[config.mk]
export PLATFORM = sky130hd
export DESIGN_NAME = timer_dev
export DESIGN_NICKNAME = d
export VERILOG_FILES = /design/src/rtl/timer_dev.sv
export SDC_FILE = /design/constraint.sdc
export NUM_CORES = 1
export LEC_CHECK = 0
export BUFFER_PORTS_ARGS = -buffer_cell sky130_fd_sc_hd__buf_2
export CAP_MARGIN = 10
export CORE_MARGIN = 8
export CORE_UTILIZATION = 35
export CTS_CLUSTER_SIZE = 25
export DETAILED_ROUTE_END_ITERATION = 6
export RECOVER_POWER = 50
export SYNTH_ARGS = -nofsm -noshare
export SYNTH_HDL_FRONTEND = slang
export SYNTH_SLANG_ARGS = --single-unit
[constraint.sdc]
create_clock -name clk -period 6.7 [get_ports clk]
set_clock_uncertainty 0.2 [all_clocks]
set_input_delay 2.01 -clock clk [delete_from_list [all_inputs] [get_ports clk]]
set_output_delay 2.01 -clock clk [all_outputs]
set_load 0.03 [all_outputs]
[src/rtl/timer_dev.sv]
// Memory-mapped countdown timer (CTRL/PRESET/COUNT) answering the bridge's device port.
// Combinational read-back, clocked writes, level IRQ gated by CTRL.IM.
module timer_dev (
  input  logic        clk,
  input  logic        reset,
  input  logic [31:0] Addr,
  input  logic        WE,
  input  logic [31:0] DIn,
  output logic [31:0] DOut,
  output logic        IRQ
);

  localparam logic [1:0] S_IDLE = 2'd0;
  localparam logic [1:0] S_LOAD = 2'd1;
  localparam logic [1:0] S_CNT  = 2'd2;
  localparam logic [1:0] S_INT  = 2'd3;

  localparam logic [1:0] A_CTRL   = 2'd0;
  localparam logic [1:0] A_PRESET = 2'd1;
  localparam logic [1:0] A_COUNT  = 2'd2;

  logic [3:0]  r_ctrl;
  logic [31:0] r_preset;
  logic [31:0] r_count;
  logic        r_irq_flag;
  logic [1:0]  r_state;

  logic w_wr_ctrl;
  logic w_wr_preset;
  logic w_enable;
  logic w_autoreload;
  logic w_unmask;
  logic w_flag_ack;
  logic w_expire;
  logic w_unused_addr;

  assign w_wr_ctrl    = WE && (Addr[3:2] == A_CTRL);
  assign w_wr_preset  = WE && (Addr[3:2] == A_PRESET);
  assign w_enable     = r_ctrl[0];
  assign w_autoreload = (r_ctrl[2:1] == 2'b01);
  // A CTRL write that raises IM is an unmask, not an acknowledge: the pending flag survives it.
  assign w_unmask     = w_wr_ctrl && !r_ctrl[3] && DIn[3];
  assign w_flag_ack   = (w_wr_ctrl && !w_unmask) || w_wr_preset;
  assign w_expire     = (r_state == S_CNT) && w_enable && (r_count <= 32'd1);
  assign w_unused_addr = ^{Addr[31:4], Addr[1:0]};

  always_ff @(posedge clk) begin
    if (reset) begin
      r_ctrl     <= 4'd0;
      r_preset   <= 32'd0;
      r_count    <= 32'd0;
      r_irq_flag <= 1'b0;
      r_state    <= S_IDLE;
    end else begin
      // Software CTRL write outranks the one-shot hardware Enable clear in INT.
      if (w_wr_ctrl) begin
        r_ctrl <= DIn[3:0];
      end else if ((r_state == S_INT) && !w_autoreload) begin
        r_ctrl[0] <= 1'b0;
      end

      if (w_wr_preset) begin
        r_preset <= DIn;
      end

      if (w_expire) begin
        r_irq_flag <= 1'b1;
      end else if ((r_state == S_INT) && w_autoreload) begin
        r_irq_flag <= 1'b0;
      end else if (w_flag_ack) begin
        r_irq_flag <= 1'b0;
      end

      case (r_state)
        S_IDLE: begin
          if (w_enable) r_state <= S_LOAD;
        end
        S_LOAD: begin
          r_count <= r_preset;
          r_state <= S_CNT;
        end
        S_CNT: begin
          if (!w_enable) begin
            r_state <= S_IDLE;
          end else if (r_count > 32'd1) begin
            r_count <= r_count - 32'd1;
          end else begin
            r_count <= 32'd0;
            r_state <= S_INT;
          end
        end
        S_INT: begin
          r_state <= S_IDLE;
        end
      endcase
    end
  end

  always_comb begin
    DOut = 32'd0;
    case (Addr[3:2])
      A_CTRL:   DOut = {28'd0, r_ctrl};
      A_PRESET: DOut = r_preset;
      A_COUNT:  DOut = r_count;
      default:  DOut = 32'd0;
    endcase
  end

  assign IRQ = r_ctrl[3] && r_irq_flag;

endmodule

# ---- After elaboration in Yosys (flattened, before gate mapping)
# Index checks and enable logic that the tools add are counted.
dict set report classes {
  addsub 1
  reduce_logical 21
  n_mux 13
  order_cmp 2
  n_eq_ne 9
}
# op count
set ops {}
lappend ops {{one-hot mux 32 bit (3 select lines)} 1}
lappend ops {{2-to-1 mux 32 bit} 2}
lappend ops {{one-hot mux 32 bit (2 select lines)} 1}
lappend ops {{> comparator 32 x 1 -> 1 bit, second input constant} 1}
lappend ops {{<= comparator 32 x 1 -> 1 bit, second input constant} 1}
lappend ops {{subtractor 32 x 1 -> 32 bit, second input constant} 1}
lappend ops {{logical AND 1 bit} 10}
lappend ops {{one-hot mux 2 bit (4 select lines)} 1}
lappend ops {{equality test 2 x 1 -> 1 bit, second input constant} 3}
lappend ops {{equality test 2 bit, second input constant} 3}
lappend ops {{2-to-1 mux 2 bit} 3}
lappend ops {{2-to-1 mux 1 bit} 5}
lappend ops {{zero test 2 bit} 2}
lappend ops {{inequality test 2 bit, second input constant} 2}
lappend ops {{AND reduction 2 bit} 2}
lappend ops {{nonzero test 2 bit} 2}
lappend ops {{zero test 1 bit} 3}
lappend ops {{inequality test 3 bit, second input constant} 1}
lappend ops {{nonzero test 3 bit} 1}
lappend ops {{logical OR 1 bit} 1}
dict set report word_totals {
  elab_cells 52
  input_bits 67
  register_bits 71
}

# ---- Depth between registers and ports, before layout
# Gate-level depths: netlist (run 1).
dict set report depth {
  ltp_word 10
  mapped_depth 8
  mapped_depth_nobuf 7
}

# ---- Least setup slack after synthesis (run 1)
# OpenSTA, ideal clock, no wires.
dict set report synth_path {
  path_kind {input to output}
  start {input Addr[3]}
  end {output DOut[10]}
  path_stages 5
  setup_slack_ps 1129
  path_buffers 3
  t_arrival_ps 3361
  path_cell_list {clkbuf_1 nor2b_1 clkbuf_1 clkbuf_1 a22o_1}
}
dict set report synth_between {
  elab_chain_len 2
}
# item line
set synth_lines {}
lappend synth_lines {{from (decl)} 6} ;# input logic [31:0] Addr,
lappend synth_lines {{equality test 2 bit (tied with other cells)} 101} ;# case (Addr[3:2])
lappend synth_lines {{one-hot mux 32 bit (3 select lines) (*)} 101}
lappend synth_lines {{to (decl)} 9} ;# output logic [31:0] DOut,
# Mark *: on every way between the ends. The rest lies on a longest branch, timed or not.

==> results.sh, run 1 <==
export IMPL_cts_setup_buffers=0
export IMPL_die_h_um=124.2
export IMPL_fin_util_pct=41.47
export IMPL_wire_per_inst_um=18.63
export IMPL_crit_chain="buf_2 -> clkbuf_1 -> inv_1 -> nand2_1 -> o32ai_1"
export IMPL_power_frac_seq_pct=42.2
export IMPL_cts_resized=0
export IMPL_holdCritPathClass="reg2reg"
export IMPL_finalPower_uw=1066
export IMPL_p_per_area_nw_per_um2=225.1
export IMPL_rsz0062_at_grt="no"
export IMPL_grt_use_total_pct=17.85
export IMPL_final_hold_viol_count=0
export IMPL_synth_edff_count=0
export IMPL_p_leak_uw=0.001901
export IMPL_post_dp_hpwl_mm=9.438
export IMPL_start_util_pct=35.86
export IMPL_final_common_cell="nand2_1"
export IMPL_syn_area_per_cell_sq_um=7.473
export IMPL_status="finished with violations"
export IMPL_endpoint_kind="flop"
export IMPL_crit_family="buffers and inverters"
export IMPL_critPathKind="in2reg"
export IMPL_ys_warn_count=0
export IMPL_nFillCells=1235
export IMPL_finish_net_count=656
export IMPL_syn_nets=617
export IMPL_cts_tree="yes"
export IMPL_relSlewSlack_pct=-90.24
export IMPL_peakVddDrop_v=0.0001070
export IMPL_drive_gt1_share_pct=17.06
export IMPL_antenna_left=0
export IMPL_cts_root_buf="clkbuf_16"
export IMPL_p_int_uw=765.2
export IMPL_clkTransAtPathRegs_ns=0.05
export IMPL_pin_count=100
export IMPL_htreeDepth=3
export IMPL_synth_async_reset_ratio_pct=0
export IMPL_setup_viol=0
export IMPL_num_vias=4347
export IMPL_violations="max-capacitance violations, max-slew violations"
export IMPL_critical_path_max_stage_delay_ns=2.00
export IMPL_row_count=39
export IMPL_maxCapViolations=1
export IMPL_ys_types=54
export IMPL_ff_latch_area_sq_um=1421
export IMPL_netlist_area_sq_um=4095
export IMPL_fin_tns_setup_ns=0
export IMPL_min_period_ns=5.764
export IMPL_grt_pass1_wl_mm=21.56
export IMPL_hold_slack_ns=0.2663
export IMPL_dieArea_sq_um=15420
export IMPL_cts_hold_buf=0
export IMPL_gp_congestion=0.8931
export IMPL_grt_pass1_vias=4139
export IMPL_antenna_found_initial=0
export IMPL_n_antenna_cell=0
export IMPL_power_frac_comb_pct=15.9
export IMPL_chipWidth_um=124.2
export IMPL_clock_sinks=71
export IMPL_overflow=0
export IMPL_cp_start_kind="input port"
export IMPL_switching_share_pct=28.23
export IMPL_portBuffers=69
export IMPL_drc=0
export IMPL_drt_iter0_drc=314
export IMPL_synth_ff_latch_count=71
export IMPL_cts_buffer_depth=2
export IMPL_worstSkewPairLatency_ns=0.34
export IMPL_critPathBufInv=3
export IMPL_firstDrtPassIters=5
export IMPL_rrSetupSlack_ns=3.31
export IMPL_tightest_slew_ns=2.854
export IMPL_areaGrowthSynthToFinish_pct=15.64
export IMPL_synth_ff_type="dfxtp_1"
export IMPL_netSwitchingPower_uw=300.9
export IMPL_routed_wl_mm=13.70
export IMPL_slew_viol_final=60
export IMPL_grt_max_degree=60
export IMPL_layout_common_cells="98 x nand2_1, 71 x dfxtp_1, 68 x buf_2, 64 x a21oi_1, 48 x o21ai_0"
export IMPL_cts_inserted_buffers=9
export IMPL_finalCritPeriodShare_pct=86.04
export IMPL_cp_arrival_ns=5.68
export IMPL_viasPerCell=5.914
export IMPL_cp_required_ns=6.61
export IMPL_multi_input_area_sq_um=2444
export IMPL_cp_max_fo=59
export IMPL_core_area_sq_um=11420
export IMPL_power_frac_clock_pct=41.9
export IMPL_synth_seq_area_share_pct=34.71
export IMPL_fmax_mhz=173.5
export IMPL_slowest_stage="clkbuf_1"
export IMPL_syn_instance_count=548
[logic make-up after synthesis]
logic type | synth area share [%]
multiplexers | 1.955
XOR/XNOR | 0.2139
AND/OR/NAND/NOR | 25.94
flip-flops | 34.71
buffers and inverters | 5.897
adder cells (fa/ha/maj) | 0.6110
AO/OA/AOI/OAI | 30.68
[worst register-to-register path: cells and delay by family, from the launching register on]
kind | cells | cell delay [ns]
compound gates | 1 | 0.28
simple gates | 3 | 2.23
flops | 1 | 0.55
[cells in the mapped netlist (all sizes together) (3+ instances only)]
library cell	instances	share of area, %
o21a	3	0.55
o21ai	50	6.1
a31oi	9	1.4
buf	9	1.7
nand4	5	0.76
nand3	15	1.8
nor3	14	1.7
inv	10	0.92
a21oi	64	7.8
o41ai	3	1.0
clkbuf	36	3.3
nand2	98	9.0
a22o	28	6.0
or3	5	0.76
a211oi	11	2.0
a221oi	3	0.64
nand2b	6	0.92
or4	5	1.2
nor2b	4	0.61
o31a	5	1.1
dfxtp	71	35
and3	5	0.76
nor4	14	3.0
mux2i	8	2.0
and2	3	0.46
a41o	3	0.73
nor2	34	3.1
[final cells by class]
| type | instances | share of cell area [%] |
|---|---|---|
| timing repair buffer | 73 | 8.085 |
| sequential | 71 | 30.01 |
| tap | 143 | 3.778 |
| multi-input combinational | 422 | 51.60 |
| inverter | 10 | 0.7926 |
| clock buffer | 16 | 5.733 |
[state kept, by name, summed over array words and instances, names as in the netlist]
register    count
r_state         2
r_irq_flag      1
r_ctrl          4
r_preset       32
r_count        32
[power by group through the flow]
| stage | Clock, uW | Combinational, uW | Sequential (uW) |
|---|---|---|---|
| 2_1_floorplan | 0 | 126 | 452 |
| 5_1_grt | 470 | 187 | 451 |
| 3_3_place_gp | 0 | 165 | 458 |
| 3_5_place_dp | 0 | 168 | 458 |
| 4_1_cts | 451 | 169 | 449 |
| 6_report | 447 | 169 | 450 |
[through the flow]
| stage | instance area, sq um | setup WS (ns) | std cells |
|---|---|---|---|
| 2_1_floorplan | 4095 | 1.129 | 548 |
| 5_1_grt | 4736 | 0.6663 | 735 |
| 3_5_place_dp | 4469 | 1.110 | 719 |
| 6_report | 4736 | 0.9356 | 735 |
| 3_3_place_gp | 4469 | 1.127 | 719 |
| 4_1_cts | 4741 | 1.110 | 735 |
[layer usage]
metal	part of all wire (%)	vias to the layer above	global-route usage (%)	wire length, um
met5	0	-	0	0
li1	-	2094	-	-
met1	46	2060	23.90	6267
met3	6.7	23	3.173	912
met4	2.4	0	7.509	326
met2	45	170	27.68	6189
[path summary, 6_finish.rpt]
check                            start                   endpoint  cells after the start
max                              reset   r_count[15]$_SDFFE_PP0P_                      5
min reg2reg  r_preset[13]$_SDFFE_PP0P_  r_preset[13]$_SDFFE_PP0P_                      2
max reg2reg    r_state[1]$_SDFFE_PP0P_   r_count[10]$_SDFFE_PP0P_                      4
min          r_preset[13]$_SDFFE_PP0P_  r_preset[13]$_SDFFE_PP0P_                      2
No activity file was read; power rests on OpenSTA's default activity.
==> run 2, diff against run 1 <==
==> constraint.sdc (replaced) <==
create_clock -name clk -period 7.45 [get_ports clk]
set_clock_uncertainty 0.2 [all_clocks]
set_input_delay 2.235 -clock clk [delete_from_list [all_inputs] [get_ports clk]]
set_output_delay 2.235 -clock clk [all_outputs]
set_load 0.03 [all_outputs]
==> run 2 against run 1 <==
The flow still finishes with violations (max-capacitance violations, max-slew violations). Clock power barely moved. Sequential power fell by 10%. Combinational power fell by 9%. Critical path type unchanged. Count of clock-buffer cells in the layout fell by 3. Sequential cell count did not move. Final area rose by 0.71%. Via count fell by 0.25%. Sequential share of layout area fell by 0.21 points. Final cell count rose by 0.14%.
==> results.sh, run 2 (synthesis results as in run 1) <==
export IMPL_grt_max_degree=60
export IMPL_layout_common_cells="98 x nand2_1, 71 x dfxtp_1, 68 x buf_2, 64 x a21oi_1, 48 x o21ai_0"
export IMPL_wire_per_inst_um=18.75
export IMPL_cts_setup_buffers=0
export IMPL_r2r_end="r_count[28]$_SDFFE_PP0P_"
export IMPL_setup_viol=0
export IMPL_status="finished with violations"
export IMPL_cts_root_buf="clkbuf_16"
export IMPL_maxCapViolations=1
export IMPL_htreeDepth=3
export IMPL_worstSkewPairLatency_ns=0.34
export IMPL_antenna_found_initial=0
export IMPL_gp_congestion=0.8875
export IMPL_endpoint_kind="flop"
export IMPL_start_util_pct=35.86
export IMPL_place_area_sq_um=4464
export IMPL_post_dp_hpwl_mm=9.383
export IMPL_layout_setup_ws_ns=1.359
export IMPL_core_area_sq_um=11420
export IMPL_min_period_ns=6.091
export IMPL_cp_start_kind="input port"
export IMPL_final_common_cell="nand2_1"
export IMPL_fin_tns_setup_ns=0
export IMPL_num_vias=4336
export IMPL_antenna_left=0
export IMPL_pre_cts_slack_ns=1.604
export IMPL_slew_viol_final=60
export IMPL_cp_required_ns=7.36
export IMPL_firstDrtPassIters=5
export IMPL_cts_tree="yes"
export IMPL_reg_top3="r_count (32), r_preset (32), r_ctrl (4)"
export IMPL_drc=0
export IMPL_cp_max_fo=59
export IMPL_startpoint="reset"
export IMPL_rrSetupSlack_ns=4.63
export IMPL_n_antenna_cell=0
export IMPL_worst_r2r_cell_count=7
export IMPL_holdCritPathClass="reg2reg"
export IMPL_routed_wl_mm=13.80
export IMPL_r2r_start="r_count[0]$_SDFFE_PP0P_"
export IMPL_grt_pass1_vias=4135
export IMPL_p_per_area_nw_per_um2=210.8
export IMPL_tightest_slew_ns=2.869
export IMPL_whs_path_depth=2
export IMPL_clkTransAtPathRegs_ns=0.06
export IMPL_rsz0062_at_grt="no"
export IMPL_hold_path_startpoint="r_preset[13]$_SDFFE_PP0P_"
export IMPL_cts_inserted_buffers=9
export IMPL_finish_net_count=657
export IMPL_drt_iter0_drc=423
export IMPL_finalCritPeriodShare_pct=81.75
export IMPL_pin_count=100
export IMPL_p_leak_uw=0.001926
export IMPL_row_count=39
export IMPL_fin_area_sq_um=4770
export IMPL_grt_pass1_wl_mm=21.71
export IMPL_relSlewSlack_pct=-91.30
export IMPL_critPathKind="in2reg"
export IMPL_die_h_um=124.2
export IMPL_cts_hold_buf=0
export IMPL_cts_buffer_depth=2
export IMPL_nFillCells=1174
export IMPL_overflow=0
export IMPL_final_hold_viol_count=0
export IMPL_cts_resized=0
export IMPL_clock_sinks=71
export IMPL_dieArea_sq_um=15420
export IMPL_drive_gt1_share_pct=17.88
export IMPL_grt_use_total_pct=18.05
export IMPL_finalPower_uw=1005
export IMPL_viasPerCell=5.891
export IMPL_cp_arrival_ns=6.00
export IMPL_chipWidth_um=124.2
export IMPL_peakVddDrop_v=0.0001105
export IMPL_fmax_mhz=164.2
export IMPL_violations="max-capacitance violations, max-slew violations"
export IMPL_portBuffers=69
export IMPL_min_to="r_preset[13]$_SDFFE_PP0P_"
export IMPL_areaGrowthSynthToFinish_pct=16.47
## run 2: per-layer routing
metal	GRT usage (%)	vias to the layer above	share of wire [%]	wire length [um]
met5	0	-	0	0
met4	9.517	0	3.2	448
met3	2.992	28	7.5	1038
met2	27.82	186	44	6081
met1	23.73	2047	45	6232
li1	-	2075	-	-
## run 2: worst max-delay path: stages
cell and delay (ns):
buf_2 0.08, clkbuf_1 2.01, inv_1 1.10, nand2_1 0.39, o32ai_1 0.14
## run 2: layout make-up
class                      count  area, sq um  share of cell area, %
clock buffer                  13        270.3                  5.666
inverter                      10        37.54                 0.7870
sequential                    71         1421                  29.80
tap                          143        178.9                  3.751
timing repair buffer          74        377.9                  7.922
clock inverter                 3        40.04                 0.8395
multi-input combinational    422         2444                  51.23
## run 2: worst max-delay path by stage
| stage | to | slack, ns | cells after the start |
|---|---|---|---|
| finish | r_count[15]$_SDFFE_PP0P_ | 1.36 | 5 |
| global route | r_count[15]$_SDFFE_PP0P_ | 1.20 | 5 |
| CTS | DOut[10] | 1.60 | 5 |
| detailed placement | DOut[10] | 1.60 | 5 |
| global placement | DOut[10] | 1.60 | 5 |
| floorplan | DOut[10] | 1.43 | 5 |
## run 2: report_power, final
part / internal [uW] / total (uW) / switching, uW
Sequential: 391 / 405 / 14.1
Combinational: 52.5 / 153 / 100
Clock: 285 / 448 / 163
## run 2: per-stage QoR
step / hold slack (ns) / instances / util (%)
detailed placement: 0.2609 / 720 / 39.10
CTS: 0.2658 / 736 / 41.81
global route: 0.2980 / 736 / 41.77
finish: 0.2655 / 736 / 41.77
floorplan: 0.2459 / 548 / -
global placement: 0.2576 / 720 / 39.10
==> run 3, diff against run 2 <==
==> constraint.sdc (replaced) <==
create_clock -name clk -period 5.22 [get_ports clk]
set_clock_uncertainty 0.2 [all_clocks]
set_input_delay 1.566 -clock clk [delete_from_list [all_inputs] [get_ports clk]]
set_output_delay 1.566 -clock clk [all_outputs]
set_load 0.03 [all_outputs]
==> run 3 against run 2 <==
Core utilization fell by 0.75 points. First-iteration DRC count shrank 17%. Routed wire length fell by 0.51%. Sequential power grew 43%. Register-to-register slack worse by 2.8 ns. Largest power group is now sequential cells. Global-route usage down 0.068 points. Count of clock-buffer cells in the layout shrank 2. Worst hold slack got worse by 0.00053 ns. Non-clock buffer count stayed put. Power up 33%. The run still ends with max-capacitance violations, max-slew violations left. Die area unchanged. Final cell count is 0.41% lower.
==> results.sh, run 3 (synthesis results as in run 1) <==
export IMPL_cts_root_buf="clkbuf_16"
export IMPL_clock_sinks=71
export IMPL_crit_family="buffers and inverters"
export IMPL_antenna_found_initial=0
export IMPL_min_period_ns=4.501
export IMPL_p_leak_uw=0.001889
export IMPL_n_antenna_cell=0
export IMPL_grt_use_total_pct=17.98
export IMPL_slowest_stage="buf_4"
export IMPL_crit_path_frequent_cell="buf_2"
export IMPL_viasPerCell=5.920
export IMPL_cts_hold_buf=0
export IMPL_cts_inserted_buffers=9
export IMPL_fin_util_pct=41.03
export IMPL_fmax_mhz=222.2
export IMPL_slew_viol_final=76
export IMPL_final_hold_viol_count=0
export IMPL_worstSkewPairLatency_ns=0.34
export IMPL_fin_tns_setup_ns=0
export IMPL_cp_max_fo=28
export IMPL_reg_top3="r_count (32), r_preset (32), r_ctrl (4)"
export IMPL_critPathKind="in2out"
export IMPL_ff_latch_area_sq_um=1421
export IMPL_critPathBufInv=3
export IMPL_endpoint_kind="primary output"
export IMPL_cts_tree="yes"
export IMPL_overflow=0
export IMPL_violations="max-capacitance violations, max-slew violations"
export IMPL_dieArea_sq_um=15420
export IMPL_routed_wl_mm=13.73
export IMPL_peakVddDrop_v=0.0001551
export IMPL_drt_iter0_drc=353
export IMPL_relSlewSlack_pct=-87.63
export IMPL_holdCritPathClass="reg2reg"
export IMPL_start_util_pct=35.86
export IMPL_cts_setup_buffers=0
export IMPL_post_dp_hpwl_mm=9.350
export IMPL_grt_pass1_vias=4215
export IMPL_drive_gt1_share_pct=16.78
export IMPL_maxCapViolations=2
export IMPL_cp_arrival_ns=2.74
export IMPL_cts_buffer_depth=2
export IMPL_hold_slack_ns=0.2650
export IMPL_nFillCells=1224
export IMPL_drc=0
export IMPL_portBuffers=69
export IMPL_finish_net_count=657
export IMPL_gp_congestion=0.8907
export IMPL_cp_start_kind="input port"
export IMPL_layout_common_cells="98 x nand2_1, 71 x dfxtp_1, 68 x buf_2, 64 x a21oi_1, 49 x o21ai_0"
export IMPL_pin_count=100
export IMPL_row_count=39
export IMPL_cts_resized=0
export IMPL_antenna_left=0
export IMPL_num_vias=4339
export IMPL_finalCritPeriodShare_pct=86.23
export IMPL_instances_no_fill=733
export IMPL_rsz0062_at_grt="no"
export IMPL_setup_viol=0
export IMPL_crit_chain="buf_2 -> nor2b_2 -> buf_4 -> a22o_1 -> buf_2"
export IMPL_wire_per_inst_um=18.73
export IMPL_areaGrowthSynthToFinish_pct=14.39
export IMPL_tightest_slew_ns=2.814
export IMPL_fin_area_sq_um=4684
export IMPL_place_inst=720
export IMPL_clkTransAtPathRegs_ns=0.05
export IMPL_grt_max_degree=59
export IMPL_multi_input_area_sq_um=2416
export IMPL_status="finished with violations"
export IMPL_htreeDepth=3
export IMPL_critical_path_max_stage_delay_ns=0.34
export IMPL_p_per_area_nw_per_um2=284.8
export IMPL_cp_required_ns=3.45
export IMPL_chipWidth_um=124.2
export IMPL_core_area_sq_um=11420
export IMPL_firstDrtPassIters=7
export IMPL_place_area_sq_um=4464
export IMPL_final_common_cell="nand2_1"
export IMPL_grt_pass1_wl_mm=21.80
export IMPL_die_h_um=124.2
run 3: cell type report:
| type | count | share of cell area (%) |
|---|---|---|
| repair buffers | 74 | 8.066 |
| flip-flops and latches | 71 | 30.34 |
| clock inverters | 2 | 0.2137 |
| clock buffers | 11 | 5.182 |
| multi-input cells | 422 | 51.58 |
| inverters | 10 | 0.8013 |
| well taps | 143 | 3.819 |
run 3: final timing paths:
kind	from	endpoint	slack, ns	depth (start not counted)
setup / recovery	Addr[3]	DOut[10]	0.72	5
hold / removal	r_preset[17]$_SDFFE_PP0P_	r_preset[17]$_SDFFE_PP0P_	0.26	2
hold reg to reg	r_preset[17]$_SDFFE_PP0P_	r_preset[17]$_SDFFE_PP0P_	0.26	2
setup reg to reg	r_count[17]$_SDFFE_PP0P_	r_count[15]$_SDFFE_PP0P_	1.79	5
run 3: routing by layer:
metal | global-route usage [%] | routed length (um) | vias up
met5 | 0 | 0 | -
met4 | 8.848 | 296 | 0
met3 | 3.037 | 852 | 33
met2 | 28.02 | 6244 | 168
met1 | 23.59 | 6336 | 2049
li1 | - | - | 2089
run 3: tightest hold or removal path, delay by kind of cell (launching register included):
kind,cells,cell delay (ns)
DFF,1,0.31
and+or+nand+nor,1,0.05
AOI/OAI and AO/OA,1,0.05
run 3: through the flow:
| stage | setup slack (ns) | total power (uW) |
|---|---|---|
| finish | 0.7189 | 1334 |
| global placement | 0.7124 | 798.7 |
| global route | 0.6784 | 1390 |
| CTS | 0.7123 | 1346 |
| floorplan | 0.5367 | 741.9 |
| detailed placement | 0.7114 | 802.8 |
run 3: report_power, final:
part	switching, uW	internal [uW]	total, uW
Sequential	20.3	558	578
Combinational	141	72.2	213
Clock	219	325	543
Total	380	954	1330
